--- src/rtl/decode_stage.sv ---
// Instruction-decode stage: 32x32 register file with write bypass, field split,
// load-use hazard detection and the ID/EX pipeline register feeding execute.
module decode_stage (
  input  logic        clk,
  input  logic        reset,
  input  logic [31:0] pc_in,
  input  logic [31:0] ins_in,
  input  logic        valid_in,
  input  logic        flush,
  input  logic        wb_en,
  input  logic [4:0]  wb_addr,
  input  logic [31:0] wb_data,
  output logic        stall_out,
  output logic        valid_out,
  output logic [31:0] pc_out,
  output logic [5:0]  op_out,
  output logic [5:0]  funct_out,
  output logic [4:0]  rs_out,
  output logic [4:0]  rt_out,
  output logic [4:0]  dest_out,
  output logic [31:0] imm_out,
  output logic [31:0] rs_data_out,
  output logic [31:0] rt_data_out,
  output logic        is_load_out
);

  typedef struct packed {
    logic        valid;
    logic [31:0] pc;
    logic [5:0]  op;
    logic [5:0]  funct;
    logic [4:0]  rs;
    logic [4:0]  rt;
    logic [4:0]  dest;
    logic [31:0] imm;
    logic [31:0] rs_data;
    logic [31:0] rt_data;
    logic        is_load;
  } idex_t;

  logic [31:0] rf_q [32];
  idex_t       idex_q, idex_d;

  logic [5:0]  op;
  logic [4:0]  rs, rt, rd, dest;
  logic [31:0] imm, rs_val, rt_val;
  logic        rs_src, rt_src, hazard;

  assign op = ins_in[31:26];
  assign rs = ins_in[25:21];
  assign rt = ins_in[20:16];
  assign rd = ins_in[15:11];

  always_ff @(posedge clk or negedge reset) begin
    if (!reset) begin
      for (int i = 0; i < 32; i++) rf_q[i] <= '0;
    end else if (wb_en && wb_addr != 5'd0) begin
      rf_q[wb_addr] <= wb_data;
    end
  end

  // $0 reads as zero regardless of the array; a same-cycle write wins over the array
  always_comb begin
    rs_val = rf_q[rs];
    rt_val = rf_q[rt];
    if (wb_en && wb_addr == rs) rs_val = wb_data;
    if (wb_en && wb_addr == rt) rt_val = wb_data;
    if (rs == 5'd0) rs_val = '0;
    if (rt == 5'd0) rt_val = '0;
  end

  always_comb begin
    dest   = rt;
    imm    = {{16{ins_in[15]}}, ins_in[15:0]};
    rs_src = 1'b1;
    rt_src = 1'b0;
    case (op)
      6'h00: begin dest = rd; rt_src = 1'b1; end
      6'h02: begin dest = 5'd0; rs_src = 1'b0; end
      6'h03: begin dest = 5'd31; rs_src = 1'b0; end
      6'h04, 6'h05, 6'h2B: begin dest = 5'd0; rt_src = 1'b1; end
      6'h0C, 6'h0D, 6'h0E: imm = {16'h0000, ins_in[15:0]};
      default: ;
    endcase
  end

  assign hazard = idex_q.valid && idex_q.is_load && (idex_q.dest != 5'd0) &&
                  valid_in && !flush &&
                  ((rs_src && rs == idex_q.dest) || (rt_src && rt == idex_q.dest));
  assign stall_out = hazard;

  always_comb begin
    idex_d = '0;
    if (valid_in && !flush && !hazard) begin
      idex_d.valid   = 1'b1;
      idex_d.pc      = pc_in;
      idex_d.op      = op;
      idex_d.funct   = ins_in[5:0];
      idex_d.rs      = rs;
      idex_d.rt      = rt;
      idex_d.dest    = dest;
      idex_d.imm     = imm;
      idex_d.rs_data = rs_val;
      idex_d.rt_data = rt_val;
      idex_d.is_load = (op == 6'h23);
    end
  end

  always_ff @(posedge clk or negedge reset) begin
    if (!reset) idex_q <= '0;
    else        idex_q <= idex_d;
  end

  assign valid_out   = idex_q.valid;
  assign pc_out      = idex_q.pc;
  assign op_out      = idex_q.op;
  assign funct_out   = idex_q.funct;
  assign rs_out      = idex_q.rs;
  assign rt_out      = idex_q.rt;
  assign dest_out    = idex_q.dest;
  assign imm_out     = idex_q.imm;
  assign rs_data_out = idex_q.rs_data;
  assign rt_data_out = idex_q.rt_data;
  assign is_load_out = idex_q.is_load;

endmodule

--- config.mk ---
export PLATFORM = sky130hd
export DESIGN_NAME = decode_stage
export DESIGN_NICKNAME = d
export VERILOG_FILES = /design/src/rtl/decode_stage.sv
export SDC_FILE = /design/constraint.sdc
export NUM_CORES = 2
export LEC_CHECK = 0
export CORE_UTILIZATION = 30
export CTS_CLUSTER_DIAMETER = 30
export DETAILED_ROUTE_END_ITERATION = 8
export MAX_ROUTING_LAYER = met4
export PLACE_DENSITY = 0.52
export REMOVE_ABC_BUFFERS = 1
export SYNTH_ARGS = -nofsm -noshare
export SYNTH_HDL_FRONTEND = slang
export SYNTH_SLANG_ARGS = --single-unit
--- constraint.sdc ---
create_clock -name clk -period 3.14 [get_ports clk]
set_input_delay 0.471 -clock clk [delete_from_list [all_inputs] [get_ports clk]]
set_output_delay 0.471 -clock clk [all_outputs]
set_load 0.01 [all_outputs]
======== Word-level counts from Yosys, hierarchy flattened ========
Cells that the tools add are included.
cells by class
  $lt $le $gt $ge ......................... 4
  multiplexer cells ....................... 18
  equality and inequality tests ........... 13
  reductions and logical operators ........ 25
  bitwise logic cells ..................... 3
operators by type and width
  kind                                                                  number
  1024-bit bitwise mux                                                  1
  32-bit binary-select mux with 5-bit select                            2
  32-bit 2-to-1 mux                                                     10
  32-bit demux with 5-bit select                                        1
  157-bit 2-to-1 mux                                                    1
  5-bit == test                                                         4
  6-bit by 4-bit == test with 1-bit output, second input constant       3
  6-bit greater-or-equal comparator, second input constant              3
  5-bit inverter with 6-bit output                                      3
  5-bit one-hot mux with 3 select lines                                 1
  1-bit logical AND                                                     13
  6-bit by 2-bit == test with 1-bit output, second input constant       2
  6-bit by 3-bit == test with 1-bit output, second input constant       2
  6-bit == test, second input constant                                  2
  5-bit zero test                                                       2
  5-bit nonzero test                                                    2
  4-bit OR reduction                                                    2
  6-bit zero test                                                       1
  6-bit by 1-bit < comparator with 1-bit output, second input constant  1
  3-bit OR reduction                                                    1
  1-bit zero test                                                       2
  1-bit 2-to-1 mux                                                      2
  2-bit OR reduction                                                    1
  1-bit logical OR                                                      1
word-level totals
  word-level logic and storage cells ...... 106
  flip-flop bits (word level) ............. 1181
  input bits .............................. 106

======== Logic depth before layout (Yosys ltp) ========
  depth after elaboration ................. 9
  depth in mapped cells ................... 9
  gate-level depth less buffers ........... 6

======== Worst setup path after synthesis ========
Ideal clock, no wire load.
  kind .................................... input to register
  start ................................... in ins_in[21]
  end ..................................... reg idex_q, in the netlist rs_data_out[0]
  stages on the path ...................... 8
  buffers on the path ..................... 3
  data arrival time ....................... 2.258 ns
  setup slack ............................. 0.741 ns
  path through ............................ buf_2 buf_6 buf_2 mux4_2 mux2i_1 o21ai_0 a2111oi_0 nor4_1
RTL lines
  element                 line  source
  start: declaration      7     input logic [31:0] ins_in,
  end signal: assignment  111   else idex_q <= idex_d;
  end: declaration        42    idex_t idex_q, idex_d;

======== Worst setup path in the final report ========
  start ................................... reg idex_q, in the netlist dest_out[1]
  end ..................................... out stall_out
between the ends
  cells in the longest elaborated chain, start to end .. 5
  elaborated cells between the ends (all ways) .. 10
RTL lines
  element                          line  source
  5-bit nonzero test               87    assign hazard = idex_q.valid && idex_q.is_load && (idex_q.dest != 5'd0) &&
  1-bit logical AND (2 in series)  87
  1-bit logical AND                88    valid_in && !flush &&
  1-bit logical AND (*)            88
  end: declaration                 13    output logic stall_out,
Mark *: on every way between the ends. The rest lies on a longest branch, timed or not.

==> impl_metrics.env <==
export IMPL_internal_power_mw=43.9
export IMPL_p_comb_share_pct=14.6
export IMPL_gr_total_overflow=0
export IMPL_placed_area_sq_um=68100
export IMPL_power_share_clock_pct=52.0
export IMPL_cts_htree_levels=5
export IMPL_syn_inst=4191
export IMPL_worstHoldStart="ins_in[19]"
export IMPL_die_x_microns=448
export IMPL_crit_type="register to output pin"
export IMPL_crit_path_max_fanout=4
export IMPL_nets=4752
export IMPL_cp_end_kind="output pin"
export IMPL_ant_nets=0
export IMPL_io_pins=264
export IMPL_tightest_slew_ps=1090
export IMPL_dp_cells=6990
export IMPL_layoutNonFillerInstCount=7496
export IMPL_grtUsageMet1_pct=27.5
export IMPL_setup_slack_ps=97.5
export IMPL_numPortBuffers=263
export IMPL_core_area_sq_um=198000
export IMPL_drc=0
export IMPL_synth_compound_area_share_pct=4.86
export IMPL_postLayoutCoreUtil_pct=39.5
export IMPL_path_cells="or4_4 -> o2111ai_4 -> nand4b_2 -> o31ai_1 -> buf_2"
export IMPL_synth_seq_cells=1160
export IMPL_area_delta_synth_final_pct=30.5
export IMPL_irDropWorstVdd_v=0.000530
export IMPL_cts_tree="yes"
export IMPL_path_buf_inv=1
export IMPL_synth_distinct_cells=49
export IMPL_switching_power_mw=14.2
export IMPL_drt_iter0_drc=2788
export IMPL_dieHeight_microns=448
export IMPL_r2r_start="dest_out[1]"
export IMPL_place_gp_congestion=0.831
export IMPL_slowest_delay_ps=540
export IMPL_cts_sinks=1160
export IMPL_synth_top_family_by_area="multiplexers"
export IMPL_dr_pass1_iters=5
export IMPL_drv_cap=0
export IMPL_swShare_pct=24.4
export IMPL_clk_transition_reported_paths_ps=50
export IMPL_hpwlAfterDp_microns=132000
export IMPL_synth_top_cells_by_count="1,160 x dfrtp_1, 1,116 x mux2_2, 386 x mux4_2"
export IMPL_fin_worst_skew_ps=74.6
export IMPL_max_clock_freq_mhz=329
export IMPL_grt_max_degree=95
export IMPL_slew_headroom_pct=25.6
export IMPL_final_layout_size_suffix_gt1_share_pct=50.0
export IMPL_start_util_pct=30.3
export IMPL_cp_startpoint="dest_out[1]"
export IMPL_fin_setup_tns_ps=0
export IMPL_antenna_found_initial=9
export IMPL_yosysWarnings=0
export IMPL_yosys_cell_count_top_type="dfrtp_1"
export IMPL_crit_required_ps=2670
export IMPL_drt_wirelength_per_cell_microns=27.8
export IMPL_hold_violations=0
export IMPL_drt_wl_total_microns=208000
export IMPL_syn_avg_cell_area_sq_um=14.3
export IMPL_synthMuxAreaShare_pct=38.8
export IMPL_grt_pass1_wl_microns=305000
export IMPL_synth_area_sq_um=59800
export IMPL_cp_slowest_cell="or4_4"
export IMPL_total_power_mw=58.1
export IMPL_async_reset_ff_share_pct=100
export IMPL_yosys_area_share_simple_pct=3.77
export IMPL_synth_xor_area_share_pct=0.293
export IMPL_seq_power_share_pct=33.5
export IMPL_whs_ps=91.3
export IMPL_grt_busiest_layer="met2"
export IMPL_yosysTopAreaCell="dfrtp_1"
export IMPL_place_ws_ps=-127
export IMPL_status="completed"
export IMPL_p_leak_nw=33.5
export IMPL_hp_class="input pin to register"
export IMPL_fp_dieArea_sq_um=201000
export IMPL_first_global_vias=43000
export IMPL_cts_root_buffer="clkbuf_16"
export IMPL_num_rows=163
export IMPL_yosysSeqAreaShare_pct=48.5
export IMPL_clkLatencyLatePin_ps=930
export IMPL_grt_util_met3_pct=4.84
export IMPL_finalMaxSlewViolations=0
export IMPL_met2_usage_pct=33.2
export IMPL_dr_total_vias=40300
export IMPL_netlist_area_leader_share_pct=48.5
export IMPL_setup_viol=0
export IMPL_fin_crit_ps=3040
export IMPL_cts_buffer_depth=4
export IMPL_cp_top_family="simple AND/OR/NAND/NOR gates"
export IMPL_synth_edf_count=0
export IMPL_synthFlopType="dfrtp_1"
export IMPL_powerDensity_nw_per_um2=745
export IMPL_numCtsBuffers=289
export IMPL_synth_area_top_cells="dfrtp_1 49%, mux2_2 21%, mux4_2 15%"
export IMPL_stdcell_area_sq_um=78100
export IMPL_synthAdderAreaFrac_pct=0
export IMPL_period_share_pct=96.9
export IMPL_grt_usage_pct=21.4
export IMPL_vias_per_cell=5.38
export IMPL_start_kind="register"
export IMPL_rsz0062_at_grt="no"
export IMPL_worstPathArrival_ps=2570
## per-layer routing
layer / vias to the layer above / part of all wire [%]
li1: 17000 / -
met1: 21500 / 43
met2: 1353 / 47
met3: 406 / 6.5
met4: 0 / 3.2
met5: - / 0
## worst reg2reg max path, stage by stage (launching register included)
cell,delay [ps]
dfrtp_2,520
or4_4,540
o2111ai_4,210
nand4b_2,170
buf_4,120
o311ai_4,110
buf_12,190
buf_12,170
nor4_1,590
## final cells by class
cell class,instances,area [sq um]
clock inverter,132,1840
timing repair buffer,652,7080
sequential,1160,29000
antenna,4,10.0
tap,2640,3300
multi-input combinational,2540,28800
inverter,3,11.3
fill,18300,120000
clock buffer,365,7990
## power groups by stage
stage | clock network [mW] | registers, mW | logic, mW
4_1_cts | 30.7 | 19.4 | 8.53
5_1_grt | 31.6 | 19.8 | 9.10
6_report | 30.2 | 19.4 | 8.46
3_3_place_gp | 0 | 19.4 | 8.35
2_1_floorplan | 0 | 19.0 | 5.47
3_5_place_dp | 0 | 19.6 | 8.49
## cells by family after synthesis
family / count (synthesis)
flops: 1160
buf+inv: 491
simple gates: 431
xor+xnor: 20
mux: 1695
compound gates: 394
## repair_timing
action / CTS / global route
setup endpoints to repair: 2 / 1
hold buffers: 3 / 0
pin swaps: 3 / 1
gates resized for setup: 10 / 0
setup buffers: 2 / 0
endpoints found under the hold margin: 40 / 0
## flip-flops by register name, summed over array words and instances, names as in the netlist, 5 cells and up
| signal | flops |
|---|---|
| rt_data_out | 32 |
| rs_data_out | 32 |
| rf_q | 1024 |
| imm_out | 17 |
| dest_out | 5 |
| rt_out | 5 |
| op_out | 6 |
| rs_out | 5 |
| pc_out | 32 |
## final timing paths
| path | end | depth (start not counted) | slack, ps |
|---|---|---|---|
| max | stall_out | 5 | 100 |
| min | rt_out[3] | 4 | 90 |
| max reg2reg | rt_data_out[17] | 8 | 330 |
| min reg2reg | rf_q[1016] | 0 | 380 |
| max in group asynchronous | rf_q[474] | 3 | 1850 |
| min in group asynchronous | pc_out[7] | 2 | 180 |
## layout by cell type, fill, tap and decap left out, types with 38 or more instances in the layout
cell type and n:
dfrtp_1 1159, mux2_2 1116, mux4_2 386, clkbuf_16 297
buf_4 266, clkdlybuf4s50_1 252, mux2i_1 193, nor2_1 131
a2111oi_0 124, buf_12 121, nor2b_1 66, nor4_1 66
and2_1 64, o22ai_1 64, a211oi_1 64, a22oi_1 62
o21ai_0 62, clkinv_2 52, bufinv_16 42, clkbuf_1 38
No activity file was read; power rests on OpenSTA's default activity.
